File: src/rtl/pipe_skid_stage.sv
// Two-entry skid buffer between pipeline stages. in_ready comes straight from a
// register, so no combinational path runs from out_ready back upstream.
module pipe_skid_stage #(
  parameter int unsigned DATA_W   = 160,
  parameter int unsigned CNT_W    = 16,
  parameter bit          CLR_ZERO = 1'b1
) (
  input  logic              clk,
  input  logic              rst,
  input  logic              clr,
  input  logic              in_valid,
  output logic              in_ready,
  input  logic [DATA_W-1:0] in_data,
  output logic              out_valid,
  input  logic              out_ready,
  output logic [DATA_W-1:0] out_data,
  output logic [1:0]        occupancy,
  output logic [CNT_W-1:0]  stall_cnt,
  output logic [CNT_W-1:0]  flush_cnt
);

  typedef enum logic [1:0] {
    EMPTY = 2'd0,
    ONE   = 2'd1,
    FULL  = 2'd2
  } state_t;

  state_t              state_q, state_d;
  logic [DATA_W-1:0]   main_q, main_d;
  logic [DATA_W-1:0]   skid_q, skid_d;
  logic                in_ready_q;
  logic                in_fire, out_fire;
  logic [CNT_W-1:0]    stall_q, flush_q, flush_d;
  logic [CNT_W:0]      flush_sum;

  assign out_valid = (state_q != EMPTY);
  assign in_ready  = in_ready_q;
  assign in_fire   = in_valid & in_ready_q;
  assign out_fire  = out_valid & out_ready;
  assign out_data  = main_q;
  assign occupancy = 2'(state_q);
  assign stall_cnt = stall_q;
  assign flush_cnt = flush_q;

  always_comb begin
    state_d = state_q;
    main_d  = main_q;
    skid_d  = skid_q;
    if (clr) begin
      state_d = EMPTY;
      if (CLR_ZERO) begin
        main_d = '0;
        skid_d = '0;
      end
    end else begin
      unique case (state_q)
        EMPTY: begin
          if (in_fire) begin
            main_d  = in_data;
            state_d = ONE;
          end
        end
        ONE: begin
          if (in_fire && out_fire) begin
            main_d = in_data;
          end else if (in_fire) begin
            skid_d  = in_data;
            state_d = FULL;
          end else if (out_fire) begin
            state_d = EMPTY;
          end
        end
        FULL: begin
          if (out_fire) begin
            main_d  = skid_q;
            state_d = ONE;
          end
        end
        default: state_d = EMPTY;
      endcase
    end
  end

  // Flush count adds the pre-flush occupancy with a carry bit for saturation.
  always_comb begin
    flush_sum = {1'b0, flush_q} + (CNT_W + 1)'(occupancy);
    flush_d   = flush_q;
    if (clr) begin
      flush_d = flush_sum[CNT_W] ? '1 : flush_sum[CNT_W-1:0];
    end
  end

  always_ff @(posedge clk or posedge rst) begin
    if (rst) begin
      state_q    <= EMPTY;
      main_q     <= '0;
      skid_q     <= '0;
      in_ready_q <= 1'b0;
      stall_q    <= '0;
      flush_q    <= '0;
    end else begin
      state_q    <= state_d;
      main_q     <= main_d;
      skid_q     <= skid_d;
      in_ready_q <= (state_d != FULL);
      flush_q    <= flush_d;
      if (out_valid && !out_ready && (stall_q != '1)) begin
        stall_q <= stall_q + 1'b1;
      end
    end
  end

endmodule

File: config.mk
export PLATFORM = sky130hd
export DESIGN_NAME = pipe_skid_stage
export DESIGN_NICKNAME = d
export VERILOG_FILES = /design/src/rtl/pipe_skid_stage.sv
export SDC_FILE = /design/constraint.sdc
export NUM_CORES = 1
export LEC_CHECK = 0
export CORE_AREA = 2 2 224 160
export CTS_CLUSTER_DIAMETER = 50
export CTS_CLUSTER_SIZE = 14
export DETAILED_ROUTE_END_ITERATION = 12
export DIE_AREA = 0 0 226 162
export PLACE_DENSITY = 0.76
export SYNTH_ARGS = -nofsm -noshare
export SYNTH_HDL_FRONTEND = slang
export SYNTH_SLANG_ARGS = --single-unit
File: constraint.sdc
create_clock -name clk -period 15 [get_ports clk]
set_input_delay 4.5 -clock clk [delete_from_list [all_inputs] [get_ports clk]]
set_output_delay 4.5 -clock clk [all_outputs]
set_load 0.05 [all_outputs]
# After elaboration in Yosys (flattened, before gate mapping)
# Cells that the tools add are included.
word_totals:
  ff_bits: 355
  in_bits: 165
  word_cells: 45
op_classes:
  n_addsub: 2
  n_eq_ne: 8
  muxes: 16
  bitwise_logic: 2
  reduce_logical: 11
ops:
  columns: ["operator", "n"]
  rows:
  - ["$mux W160", 7]
  - ["$pmux W160 S3", 1]
  - ["$add A16 B2 Y17", 1]
  - ["$add A16 B1 Y16 const B", 1]
  - ["$mux W16", 1]
  - ["$ne A16 B16 Y1 const B", 1]
  - ["$mux W2", 6]
  - ["$ne A3 B3 Y1 const B", 3]
  - ["$pmux W2 S3", 1]
  - ["$reduce_bool A2 Y1", 3]
  - ["$ne A2 B2 Y1 const B", 2]
  - ["$reduce_and A4 Y1", 1]
  - ["$reduce_bool A4 Y1", 1]
  - ["$logic_and A1 B1 Y1", 3]
  - ["$reduce_and A3 Y1", 1]
  - ["$and A1 B1 Y1", 2]
  - ["$eq A2 B1 Y1 const B", 1]
  - ["$eq A2 B2 Y1 const B", 1]
  - ["$logic_not A2 Y1", 1]
  - ["$logic_not A1 Y1", 1]

# Longest topological paths before layout
# Gate-level depths: netlist of run 1.
logic_depth:
  ltp_word: 8
  ltp_mapped: 7

# Least setup slack after synthesis of run 1
# Ideal clock, no wire load.
synth_path:
  path_kind: "input to register"
  start: "in clr"
  end: "reg flush_q[0], in the netlist flush_cnt[0]"
  setup_ns: 0.066
  arrival_ns: 5.719
  t_required_ns: 14.934
  slack_ns: 9.215
  cell_stages: 5
  cell_sequence: "nand2_1 > or3_4 > or4_4 > buf_6 > nand2_1"
synth_rtl:
  columns: ["element", "line_no", "source"]
  rows:
  - ["start, declared", "10", "input logic clr,"]
  - ["end signal, assigned", "106", "flush_q <= flush_d;"]
  - ["end, declared", "33", "logic [CNT_W-1:0] stall_q, flush_q, flush_d;"]

# Final worst setup path of run 1
layout_path:
  start: "in in_valid"
  end: "reg skid_q[103]"
layout_via:
  elab_chain_len: 4
layout_lines:
  columns: ["element", "line_no", "source"]
  rows:
  - ["start, declared", "11", "input logic in_valid,"]
  - ["$and A1 B1 Y1 *", "38", "assign in_fire = in_valid & in_ready_q;"]
  - ["$logic_and A1 B1 Y1", "64", "if (in_fire && out_fire) begin"]
  - ["$ne A2 B2 Y1 (no source line)", null, null]
  - ["$reduce_and A3 Y1 (no source line) *", null, null]
  - ["end signal, assigned", "104", "skid_q <= skid_d;"]
  - ["end, declared", "30", "logic [DATA_W-1:0] skid_q, skid_d;"]
# Every way passes the cells marked *; elsewhere a longest branch is shown, timed or not.
# A chain may end at the register's enable or synchronous reset.

==> run_results.csv, run 1 <==
group,metric,value,unit
status,outcome,"complete, no violations",
clocking,cts_hold_buf,0,
hold_path,worstHoldPathCells,2,
synth,syn_nets,1928,
layout,drive_above_1_share,4.30,%
synth,synth-seq-cells,355,
route,drt-total-wl,44400,um
sta,setup_viol,0,
critical_path,r2r_end,"skid_q[103]",
power_and_ir_drop,vdd_drop_max,0.0000972,V
synth,synthXorXnorAreaFrac,1.12,%
route,num_vias,13700,
floorplanning,rows,57,
global_route,grt_pass1_vias,13300,
hold_path,hold_path_end,"skid_q[135]",
global_route,grt_overflow,0,
floorplanning,ioPinCount,361,
sta,fmax,134,MHz
floorplanning,die_area,36600,sq um
clocking,numCtsBuffers,36,
synth,syn_inst,1759,
sta,relSlewSlack,21.5,%
sta,period_share,49.7,%
clocking,clockRootBuffer,"clkbuf_16",
power_and_ir_drop,total_leakage_power,0.00863,uW
placed_design,io_buffers,360,
layout,mostFrequentLayoutCell,"nand2_1",
clocking,ctsHtreeMaxLevel,2,
synth,synth_top_family_by_area,"simple AND/OR/NAND/NOR gates",
clocking,clk-insertion-delay-late,0.51,ns
layout,nets,2197,
clocking,cts_setup_buffers,0,
floorplanning,design.core.area,34300,sq um
floorplanning,fp.dieW,226,um
clocking,cts_num_sinks,355,
clocking,cts_buffer_depth,3,
synth,async_reset_ff_share,100,%
route,drt-initial-drc-count,1352,
synth,synth_edf_count,0,
critical_path,r2r-start,"occupancy[0]",
route,wl_per_cell,17.6,um
critical_path,r2r_cells,6,
placed_design,place.gp.congestion,0.803,
floorplanning,start_util,45.5,%
sta,slew_violations,0,
critical_path,slowest_stage,"nor2_4",
clocking,path_clk_slew,0.06,ns
critical_path,worst-path-buf-inv,3,
synth,synth.mux.area_fraction,0.521,%
global_route,grt_max_degree,214,
global_route,antenna_found_initial,2,
critical_path,reg2reg_slack,11.36,ns
route,drc,0,
route,viasPerCell,5.44,
critical_path,path_delay_family,"buffers and inverters",
placed_design,dp_hpwl,26800,um
clocking,ctsResizeCount,0,
run,drv_cap,0,
layout,syn_to_final_growth,31.5,%
synth,synth-adder-area-share,0.369,%
sta,hold_viol,0,
critical_path,critPathMostFrequentCell,"buf_4",
synth,yosys_warnings,0,
route,final_antenna_net_count,0,
sta,rsz0062_at_grt,"false",
critical_path,slowest_delay,0.90,ns
critical_path,worstPathCellList,"clkdlybuf4s50_1 -> nand4b_1 -> nor2_4 -> buf_4 -> buf_4 -> nand2_1 -> a21oi_1",
global_route,grt_use_total,24.0,%
clocking,cts_tree,"yes",
floorplanning,die_y,162,um
sta,worstMarginPinSlew,1.18,ns
layout,layout_common_cells,"nand2_1 (663), clkdlybuf4s50_1 (359), dfrtp_1 (355)",
synth,synth_flop_cell,"dfrtp_1",
power_and_ir_drop,power_density,123,nW/um^2
sta,finalClockSkew,0.0116,ns
critical_path,cp.required,15.43,ns
synth,yosysUniqueCellTypes,46,
synth,ys_seq_area_share,56.9,%
hold_path,min_path_type,"reg -> reg",
synth,synth_area,15600,sq um
sta,finalSetupTns,0,ns
synth,synth-compound-area-share,15.0,%
sta,period_needed,7.45,ns
route,drt_first_pass_iters,5,
critical_path,arrival,7.88,ns
layout,utilization,59.8,%
global_route,grt_pass1_wl,71200,um
critical_path,critical_path_class,"in -> reg",
synth,syn-mean-instance-area,8.88,sq um
critical_path,worst-path-max-fanout,64,
synth,yosys.area_share.simple,22.2,%
hold_path,hp-start,"skid_q[135]",
critical_path,cp-start-kind,"input pin",
critical_path,crit_path_end_kind,"register",
## Yosys cell counts, types with 3 or more instances
master	instances	area, sq um
a21oi_1	167	836
a311oi_1	160	1400
and3_1	3	18.8
buf_1	4	15.0
buf_2	37	185
clkbuf_1	101	379
dfrtp_1	355	8880
ha_1	3	37.5
inv_1	8	30.0
mux2_2	5	56.3
nand2_1	663	2490
nand2b_1	4	25.0
nand3_1	11	55.1
nand4_1	8	50.1
nor2_1	167	627
nor3_1	5	25.0
nor4_1	4	25.0
o21ai_0	4	20.0
xnor2_1	15	131
xor2_1	5	43.8
## flip-flops by register name, indices dropped and copies added, names as in the netlist
signal,cells
skid_q,160
stall_cnt,16
occupancy,2
in_ready,1
flush_cnt,16
out_data,160
## cell type report
class	instances	area, sq um
diodes	2	5.00
repair buffers	374	3740
flip-flops and latches	355	8880
well taps	472	591
inverters	8	37.5
multi-input cells	1253	6140
clock buffers	43	988
clock inverters	12	148
fillers	2896	13800
## power breakdown
part	total, uW	internal (uW)	switching [uW]
clock	881	505	376
combinational	562	191	372
sequential	1070	1020	50.8
total	2520	1720	798
## routing by layer
| layer | wire length [um] | up-vias | track usage, % | part of all wire (%) |
|---|---|---|---|---|
| li1 | - | 6475 | - | - |
| met1 | 19200 | 6713 | 33.4 | 43 |
| met2 | 21100 | 436 | 38.3 | 48 |
| met3 | 2820 | 86 | 4.12 | 6.4 |
| met4 | 1200 | 0 | 7.95 | 2.7 |
| met5 | 0 | - | 0 | 0 |
## worst max-delay path by stage
stage	slack [ns]	to	cells past startpoint	from
floorplan	0.65	flush_cnt[0]	1	rst
global placement	7.12	skid_q[100]	7	in_valid
detailed placement	7.07	skid_q[94]	7	in_valid
CTS	7.59	skid_q[103]	7	in_valid
global route	7.34	skid_q[122]	7	in_valid
finish	7.55	skid_q[103]	7	in_valid
## through the flow
step	cell area, sq um	worst slack [ns]	total power (uW)	hold slack (ns)	std cells
3_5_place_dp	19400	7.07	1650	0.516	2462
2_1_floorplan	15600	0.651	1430	0.502	1759
6_report	20500	7.55	2520	0.522	2519
3_3_place_gp	19400	7.12	1640	0.509	2462
4_1_cts	20500	7.59	2540	0.524	2517
5_1_grt	20500	7.34	2620	0.543	2519
## cells by family (layout without fill, tap and decap cells)
group | Yosys count | in the layout
and+or+nand+nor | 883 | 883
DFF | 355 | 355
AOI/OAI and AO/OA | 339 | 339
buffers and inverters | 151 | 437
xor gates and xnor gates | 20 | 20
muxes | 7 | 7
adders and majority gates | 4 | 4
other | 0 | 2
## worst register-to-register path, cell delays in order, from the launching register on
cell,delay (ns)
dfrtp_1,0.59
nand4b_1,0.31
nor2_4,0.90
buf_4,0.70
buf_4,0.72
nand2_1,0.20
a21oi_1,0.14
No activity file was read; power rests on OpenSTA's default activity.
==> inputs of run 2 (changes only) <==
==> config.mk (replaced) <==
export PLATFORM = sky130hd
export DESIGN_NAME = pipe_skid_stage
export DESIGN_NICKNAME = d
export VERILOG_FILES = /design/src/rtl/pipe_skid_stage.sv
export SDC_FILE = /design/constraint.sdc
export NUM_CORES = 1
export LEC_CHECK = 0
export CORE_AREA = 2 2 215 153
export CTS_CLUSTER_DIAMETER = 50
export CTS_CLUSTER_SIZE = 14
export DETAILED_ROUTE_END_ITERATION = 12
export DIE_AREA = 0 0 217 155
export PLACE_DENSITY = 0.79
export SYNTH_ARGS = -nofsm -noshare
export SYNTH_HDL_FRONTEND = slang
export SYNTH_SLANG_ARGS = --single-unit
==> constraint.sdc (replaced) <==
create_clock -name clk -period 6.9 [get_ports clk]
set_input_delay 2.07 -clock clk [delete_from_list [all_inputs] [get_ports clk]]
set_output_delay 2.07 -clock clk [all_outputs]
set_load 0.05 [all_outputs]
==> run_results.csv, run 2 (synthesized netlist as in run 1, its figures left out) <==
group,metric,value,unit
power_and_ir_drop,power_density,266,nW/um^2
status,outcome,"complete, no violations",
power_and_ir_drop,vdd_drop_max,0.000200,V
critical_path,arrival,4.77,ns
clocking,cts_buffer_depth,3,
critical_path,cp.required,7.28,ns
sta,period_share,63.6,%
floorplanning,rows,55,
layout,nets,2204,
global_route,grt_overflow,0,
clocking,cts_num_sinks,355,
floorplanning,fp.dieW,217,um
layout,seq_area,8880,sq um
route,viasPerCell,5.62,
layout,layout_common_cells,"nand2_1 (663), clkdlybuf4s50_1 (359), dfrtp_1 (355)",
critical_path,slowest_stage,"o31ai_4",
placed_design,io_buffers,360,
global_route,grt_max_degree,242,
layout,utilization,64.8,%
sta,hold_viol,0,
route,drc,0,
sta,setup_viol,0,
sta,finalSetupTns,0,ns
layout,multi_input_area,6140,sq um
critical_path,worstPathCellList,"clkdlybuf4s50_1 -> nor2b_1 -> o31ai_4 -> buf_12 -> buf_12 -> nor2_1 -> a311oi_1",
sta,relSlewSlack,22.0,%
critical_path,critPathMostFrequentCell,"buf_12",
global_route,grt_use_total,26.2,%
clocking,cts_setup_buffers,0,
floorplanning,design.core.area,31800,sq um
route,final_antenna_net_count,0,
layout,drive_above_1_share,4.76,%
route,drt-total-wl,44600,um
power_and_ir_drop,total_leakage_power,0.00869,uW
sta,worstMarginPinSlew,1.17,ns
layout,syn_to_final_growth,32.0,%
hold_path,min_path_type,"reg -> reg",
clocking,clk-insertion-delay-late,0.52,ns
clocking,cts_tree,"yes",
critical_path,slowest_delay,0.90,ns
clocking,clockRootBuffer,"clkbuf_16",
route,wl_per_cell,17.9,um
clocking,ctsHtreeMaxLevel,2,
critical_path,crit_path_end_kind,"register",
floorplanning,ioPinCount,361,
route,drt_first_pass_iters,5,
sta,period_needed,4.39,ns
sta,slew_violations,0,
sta,finalClockSkew,0.0156,ns
run,drv_cap,0,
route,num_vias,14000,
floorplanning,die_area,33600,sq um
clocking,cts_hold_buf,0,
placed_design,dp_hpwl,28000,um
clocking,path_clk_slew,0.06,ns
critical_path,worst-path-max-fanout,54,
clocking,ctsResizeCount,0,
placed_design,place.gp.congestion,0.841,
route,drt-initial-drc-count,1513,
layout,mostFrequentLayoutCell,"nand2_1",
layout,fill_cells,2591,
sta,fmax,228,MHz
global_route,grt_pass1_wl,71200,um
floorplanning,die_y,155,um
floorplanning,start_util,49.1,%
global_route,grt_pass1_vias,13400,
critical_path,critical_path_class,"in -> reg",
sta,rsz0062_at_grt,"false",
clocking,numCtsBuffers,36,
critical_path,cp-start-kind,"input pin",
global_route,antenna_found_initial,6,
[run 2: worst max-delay path, delay by kind of cell]
family          cells  cell delay, ns
buf+inv             3            1.17
compound gates      2            1.25
simple gates        2            0.23
[run 2: final timing paths]
check	from	endpoint	slack, ns	depth (start not counted)
setup / recovery	out_ready	out_data[40]	2.51	7
hold / removal	skid_q[0]	skid_q[0]	0.52	2
setup reg to reg	occupancy[1]	out_data[40]	3.69	6
hold reg to reg	skid_q[0]	skid_q[0]	0.52	2
max in group asynchronous	rst	out_data[39]	3.65	3
min in group asynchronous	rst	skid_q[103]	1.99	2
[run 2: power by group]
part | switching, uW | leakage [uW] | internal (uW)
clock | 820 | 0.000562 | 1100
sequential | 107 | 0.00477 | 2220
combinational | 815 | 0.00336 | 423
[run 2: layout make-up]
type / count / area share, %
clock buffers: 48 / 5.03
repair buffers: 381 / 18.8
multi-input cells: 1253 / 29.8
inverters: 8 / 0.164
diodes: 3 / 0.0364
well taps: 427 / 2.59
flip-flops and latches: 355 / 43.1
clock inverters: 12 / 0.546
[run 2: routing by layer]
metal,global-route usage [%],part of all wire (%),vias up
li1,-,-,6499
met1,36.1,42,6902
met2,42.0,48,491
met3,4.85,6.8,85
met4,9.39,3.2,6
met5,0,0.087,-
[run 2: metrics by stage]
stage / instance area [sq um] / cells / setup WS (ns) / hold WS (ns) / total power, uW
after global routing: 20600 / 2487 / 2.45 / 0.536 / 5710
after detailed placement: 19500 / 2424 / 2.07 / 0.514 / 3610
after global placement: 19500 / 2424 / 2.22 / 0.504 / 3580
after floorplan: 15600 / 1759 / 0.0737 / 0.502 / 3110
after CTS: 20600 / 2484 / 2.56 / 0.524 / 5530
final: 20600 / 2487 / 2.51 / 0.521 / 5490
==> inputs of run 3 (changes only) <==
==> config.mk (replaced) <==
export PLATFORM = sky130hd
export DESIGN_NAME = pipe_skid_stage
export DESIGN_NICKNAME = d
export VERILOG_FILES = /design/src/rtl/pipe_skid_stage.sv
export SDC_FILE = /design/constraint.sdc
export NUM_CORES = 1
export LEC_CHECK = 0
export CORE_AREA = 2 2 224 160
export CTS_CLUSTER_DIAMETER = 50
export CTS_CLUSTER_SIZE = 14
export DETAILED_ROUTE_END_ITERATION = 12
export DIE_AREA = 0 0 226 162
export PLACE_DENSITY = 0.76
export SYNTH_ARGS = -nofsm -noshare
export SYNTH_HDL_FRONTEND = slang
export SYNTH_SLANG_ARGS = --single-unit
==> constraint.sdc (replaced) <==
create_clock -name clk -period 3.65 [get_ports clk]
set_input_delay 1.095 -clock clk [delete_from_list [all_inputs] [get_ports clk]]
set_output_delay 1.095 -clock clk [all_outputs]
set_load 0.05 [all_outputs]
==> run_results.csv, run 3 (synthesized netlist as in run 1, its figures left out) <==
group,metric,value,unit
status,outcome,"complete, no violations",
clocking,numCtsBuffers,37,
placed_design,place_ws,0.331,ns
layout,fin_area,20900,sq um
run,drv_cap,0,
placed_design,dpl_cell_area,19700,sq um
clocking,clockRootBuffer,"clkbuf_16",
route,viasPerCell,5.50,
layout,drive_above_1_share,5.28,%
sta,relSlewSlack,13.8,%
route,num_vias,14000,
clocking,cts_buffer_depth,3,
sta,period_share,88.1,%
route,drt-initial-drc-count,1239,
power_and_ir_drop,pwr-share-comb,23.0,%
sta,hold_slack,0.521,ns
critical_path,reg2reg_slack,1.03,ns
power_and_ir_drop,clkPwrFrac,34.5,%
power_and_ir_drop,total_leakage_power,0.00878,uW
layout,fill_cells,2845,
route,final_antenna_net_count,0,
sta,rsz0062_at_grt,"false",
layout,mostFrequentLayoutCell,"nand2_1",
critical_path,cp-start-kind,"register",
sta,fmax,311,MHz
floorplanning,ioPinCount,361,
critical_path,r2r-start,"occupancy[1]",
critical_path,critical_path_class,"reg -> out",
floorplanning,die_area,36600,sq um
placed_design,io_buffers,360,
route,drc,0,
clocking,cts_tree,"yes",
power_and_ir_drop,p_switching,3350,uW
sta,setup_viol,0,
clocking,ctsResizeCount,0,
clocking,cts_num_sinks,355,
placed_design,place.gp.congestion,0.792,
floorplanning,die_y,162,um
power_and_ir_drop,internal_power,7000,uW
hold_path,min_path_type,"reg -> reg",
global_route,antenna_found_initial,6,
power_and_ir_drop,power_density,496,nW/um^2
hold_path,hold_path_end,"skid_q[144]",
floorplanning,design.core.area,34300,sq um
power_and_ir_drop,vdd_drop_max,0.000349,V
floorplanning,start_util,45.5,%
clocking,cts_setup_buffers,0,
global_route,grt_overflow,0,
global_route,grt_pass1_vias,13500,
global_route,grt_use_total,24.5,%
critical_path,worst-path-max-fanout,9,
clocking,clk-insertion-delay-late,0.51,ns
power_and_ir_drop,pwr-share-seq,42.6,%
hold_path,worstHoldPathCells,2,
sta,worstMarginPinSlew,1.29,ns
route,wl_per_cell,18.0,um
route,drt-total-wl,45800,um
sta,hold_viol,0,
layout,multi_input_area,6140,sq um
clocking,ctsHtreeMaxLevel,2,
sta,finalSetupTns,0,ns
layout,syn_to_final_growth,33.6,%
critical_path,arrival,2.12,ns
placed_design,dp_hpwl,28700,um
global_route,grt_pass1_wl,72000,um
clocking,cts_hold_buf,0,
sta,period_needed,3.21,ns
hold_path,hp-start,"skid_q[144]",
sta,finalClockSkew,0.0190,ns
power_and_ir_drop,swShare,32.4,%
critical_path,r2r_cells,5,
sta,fin_ws,0.436,ns
clocking,path_clk_slew,0.06,ns
floorplanning,rows,57,
critical_path,cp.required,2.55,ns
layout,seq_area,8880,sq um
critical_path,r2r_end,"flush_cnt[5]",
floorplanning,fp.dieW,226,um
critical_path,crit_path_end_kind,"primary output",
sta,slew_violations,0,
layout,layout_common_cells,"nand2_1 (663), clkdlybuf4s50_1 (359), dfrtp_1 (355)",
layout,nets,2217,
route,drt_first_pass_iters,5,
global_route,grt_max_degree,242,
## run 3: cell count changes in the layout (fill, tap and decap cells not counted), moves of 2 or more
cell	previous run	this run
inv_6	1	5
buf_12	8	19
clkbuf_8	7	5
clkinv_4	5	1
clkbuf_1	4	2
## run 3: final cells by class
class,instances,share of cell area [%]
Sequential cell,355,42.6
Tap cell,472,2.83
Antenna cell,3,0.0360
Clock buffer,44,4.80
Timing Repair Buffer,393,19.6
Multi-Input combinational cell,1253,29.4
Clock inverter,13,0.516
Inverter,8,0.162
## run 3: through the flow
step / utilization (%) / total power [uW] / instances
4_1_cts: 60.8 / 10400 / 2538
2_1_floorplan: - / 5880 / 1759
5_1_grt: 60.8 / 10700 / 2541
6_report: 60.8 / 10300 / 2541
3_5_place_dp: 57.5 / 6850 / 2481
3_3_place_gp: 57.5 / 6800 / 2481
## run 3: power by group through the flow
stage / registers, uW / logic (uW) / clock network [uW]
floorplan: 5220 / 662 / 0
global placement: 4470 / 2340 / 0
detailed placement: 4480 / 2380 / 0
CTS: 4400 / 2380 / 3650
global route: 4440 / 2510 / 3800
finish: 4410 / 2370 / 3570
## run 3: worst max path at each step
| stage | from | endpoint | slack, ns | cells after the start |
|---|---|---|---|---|
| floorplan | rst | flush_cnt[0] | -2.20 | 1 |
| global placement | out_ready | out_data[73] | 0.47 | 7 |
| detailed placement | out_ready | out_data[105] | 0.33 | 7 |
| CTS | occupancy[1] | out_valid | 0.40 | 2 |
| global route | occupancy[1] | out_valid | 0.35 | 2 |
| finish | occupancy[1] | out_valid | 0.44 | 2 |
## run 3: routing by layer
layer	track usage [%]	up-vias	share of wire, %
li1	-	6521	-
met1	33.6	6896	43
met2	38.7	454	47
met3	4.81	95	6.4
met4	9.72	4	3.3
met5	0	-	0.059
## run 3: critical path, stage by stage, from the launching register on
cell and delay (ns):
dfrtp_1 0.54, or2_2 0.37, clkdlybuf4s50_1 0.70
